File: src/rtl/program_counter16.sv
// program_counter16: registered program counter with load, increment and a sticky wrap flag
module program_counter16 #(
   parameter int               WIDTH       = 16,
   parameter logic [WIDTH-1:0] RESET_VALUE = '0
) (
   input  logic             clk,
   input  logic             reset,
   input  logic             load,
   input  logic             inc,
   input  logic [WIDTH-1:0] inAddr,
   output logic [WIDTH-1:0] out,
   output logic             wrapped
);
   logic [WIDTH-1:0] out_q, out_d;
   logic             wrapped_q, wrapped_d;
   logic [WIDTH:0]   sum;

   // next state: load beats inc beats hold; the carry out of the increment only feeds the sticky flag
   always_comb begin
      sum       = {1'b0, out_q} + {{WIDTH{1'b0}}, 1'b1};
      out_d     = load ? inAddr : inc ? sum[WIDTH-1:0] : out_q;
      wrapped_d = load ? 1'b0 : inc ? (wrapped_q | sum[WIDTH]) : wrapped_q;
   end

   // state registers with synchronous reset taking priority over every other control
   always_ff @(posedge clk) begin
      if (reset) begin
         out_q     <= RESET_VALUE;
         wrapped_q <= 1'b0;
      end else begin
         out_q     <= out_d;
         wrapped_q <= wrapped_d;
      end
   end

   assign out     = out_q;
   assign wrapped = wrapped_q;
endmodule

File: config.mk
export PLATFORM = sky130hd
export DESIGN_NAME = program_counter16
export DESIGN_NICKNAME = d
export VERILOG_FILES = /design/src/rtl/program_counter16.sv
export SDC_FILE = /design/constraint.sdc
export NUM_CORES = 1
export LEC_CHECK = 0
export ABC_CLOCK_PERIOD_IN_PS = 2800
export CELL_PAD_IN_SITES_DETAIL_PLACEMENT = 1
export CELL_PAD_IN_SITES_GLOBAL_PLACEMENT = 1
export CORE_ASPECT_RATIO = 1.2
export CORE_MARGIN = 10
export CORE_UTILIZATION = 32
export DETAILED_ROUTE_END_ITERATION = 8
export MAX_ROUTING_LAYER = met4
export PLACE_DENSITY_LB_ADDON = 0.15
export SLEW_MARGIN = 10
export SYNTH_ARGS = -nofsm -noshare
export SYNTH_HDL_FRONTEND = slang
export SYNTH_SLANG_ARGS = --single-unit
File: constraint.sdc
create_clock -name clk -period 2.8 [get_ports clk]
set_input_delay 0.28 -clock clk [delete_from_list [all_inputs] [get_ports clk]]
set_output_delay 0.28 -clock clk [all_outputs]
set_load 0.02 [all_outputs]
==> run metrics <==
outcome complete, no violations; synth top area cells dfxtp_1 (36%), xor2_1 (10%), o21a_1 (8.8%); total number of vias 925; CP startpoint kind flop; top-area cell type share of the netlist area 0.363; H-tree depth 1; Hold Crit Start wrapped$_SDFFE_PP0P_; num rows 21; Syn Nets 137; leakage power 0.000551 uW; Routed WL 2790 um; worst path bufs/invs 1; post-CTS setup buffers 0; CP Cell Sequence clkdlybuf4s50_1; largest fanout on the critical path 4; final setup TNS 0 ns; dpl hpwl 2210 um; Via density 4.97; layout filler cell count 344; Reg2Reg Setup Slack 1.12 ns; Seq/Total Area, Yosys 0.363; Max rail drop VDD 0.238 mV; First DRT Iteration DRCs 39; count of pins over their slew limit 0; Unique masters post-synth 18; Slew Limit Headroom 0.537; Port Buf Inserts 36; Initial Utilization 0.334; Clock Skew 0.00249 ns; Final setup viols 0; cell area after synthesis 938 sq um; DIE HEIGHT 79.3 um; CP top delay family buffers and inverters; Final period util 0.623; Final min period 1.74 ns; pin count of the biggest net entering global routing 22; vias in the first global route 1007; hold path cells 2; CTS Sinks 17; pwr/cell area 406 nW/um^2; syn_area_per_cell 8.09 sq um; synthesized instance count 116; type of the worst setup path flop to output port; diode count 0; Final Wtd Congestion 0.828; total gr overflow 0; MaxCap Viol Count 0; Arr. time, crit path 1.46 ns; CTS Hold Bufs 0; Worst-Margin Slew 0.692 ns; Post-CTS Resized 0; RR Endpoint out[12]$_SDFFE_PP0P_; Num CTS Buffers 3; WP depth 1; I/O pins 37; first-pass GRT wire length 4660 um; r2r worst-path depth 5; Final Hold Viols 0; synth warn 0; share of layout cells above drive strength 1 0.0395; maximum clock path buffer count 2; Avg WL per Cell 15.0 um; initial antenna violation count 0; Fmax 573 MHz; Hold EP wrapped$_SDFFE_PP0P_; slowest cell on the critical path clkdlybuf4s50_1; Area Growth Syn to Fin 44.5%; clk slew on worst S/H paths 0.10 ns; Core ar. 2810 sq um; die span in x 69.4 um; Worst path max stage delay 0.67 ns; post-layout net count 174; RSZ-0062 raised after global routing false; Pwr Total 550 uW; Skew-Pair Late Insertion Delay 0.30 ns; class of the worst hold path flop to flop; biggest area consumer among synthesized cells dfxtp_1; Root Driver clkbuf_4; Critical Path RT 2.52 ns; GRT Overall Usage 0.105; CP endpoint kind output port; die area 5510 sq um; 1st-pass router iterations 4; #FFs+latches synth 17; CTS tree built; Detail Route Antenna Nets 0; # DRC 0; launch point of the worst reg-to-reg path out[0]$_SDFFE_PP0P_
## where the power goes
part	switching (uW)	total [uW]	internal, uW
logic	58.8	132	72.9
clock network	82.8	138	55.5
registers	22.5	280	258
## state kept, by name, summed over array words and instances, names as in the netlist
| name | flops |
|---|---|
| out | 16 |
| wrapped | 1 |
## worst max path at each step
stage                              startpoint              endpoint  slack (ns)
after floorplan           out[0]$_SDFFE_PP0P_  out[14]$_SDFFE_PP0P_        1.16
after global placement                    inc  out[12]$_SDFFE_PP0P_        0.88
after global routing      out[0]$_SDFFE_PP0P_  out[12]$_SDFFE_PP0P_        0.99
after detailed placement                  inc  out[11]$_SDFFE_PP0P_        0.82
final                     out[2]$_SDFFE_PP0P_                out[2]        1.06
after CTS                 out[3]$_SDFFE_PP0P_                out[3]        1.03
## kinds of logic (layout without fill, tap and decap cells)
| group | Yosys count | count (layout) | synth area share |
|---|---|---|---|
| xor gates and xnor gates | 15 | 15 | 0.140 |
| DFF | 17 | 17 | 0.363 |
| adders and majority gates | 1 | 1 | 0.0133 |
| and+or+nand+nor | 36 | 36 | 0.217 |
| muxes | 2 | 2 | 0.0213 |
| AOI/OAI and AO/OA | 27 | 27 | 0.173 |
| buffers and inverters | 18 | 54 | 0.0720 |
## synth_stat cells
master    instances
dfxtp_1          17
o21a_1           11
o21ai_0           2
nand4_1           3
nor2_1            9
ha_1              1
inv_1            13
nor3_1            4
clkbuf_1          5
nand2_1           8
mux2i_1           2
nor2b_1           2
xor2_1           11
nand3_1           3
xnor2_1           4
a21oi_1          14
nand4_4           2
nor4_1            5
## layout by cell type (no fill, tap or decap), types with 4 or more instances in the layout
master	netlist	routed
a21oi_1	14	14
clkdlybuf4s50_1	0	36
dfxtp_1	17	17
inv_1	13	13
nand2_1	8	8
nor2_1	9	9
nor3_1	4	4
nor4_1	5	5
o21a_1	11	11
xnor2_1	4	4
xor2_1	11	11
## metal layers
metal,part of all wire,GRT usage,up-vias
met3,0.042,0.0236,5
met5,0,-,-
met1,0.42,0.105,438
met4,0.015,0.0423,0
li1,-,-,461
met2,0.52,0.193,21
## metrics by stage
step	instances	hold slack [ns]	cell area, sq um	util	setup WS (ns)
3_5_place_dp	182	0.515	1330	0.473	0.824
2_1_floorplan	116	0.423	938	-	1.16
4_1_cts	186	0.554	1360	0.482	1.03
6_report	186	0.541	1360	0.482	1.06
5_1_grt	186	0.556	1360	0.482	0.987
3_3_place_gp	182	0.504	1330	0.473	0.880
## layout make-up
type / count / area [sq um] / share of cell area
Multi-Input combinational cell: 81 / 531 / 0.391
Timing Repair Buffer: 37 / 368 / 0.271
Sequential cell: 17 / 340 / 0.251
Inverter: 13 / 48.8 / 0.0360
Tap cell: 34 / 42.5 / 0.0314
Clock buffer: 4 / 26.3 / 0.0194
(Power assumes the default switching activity.)
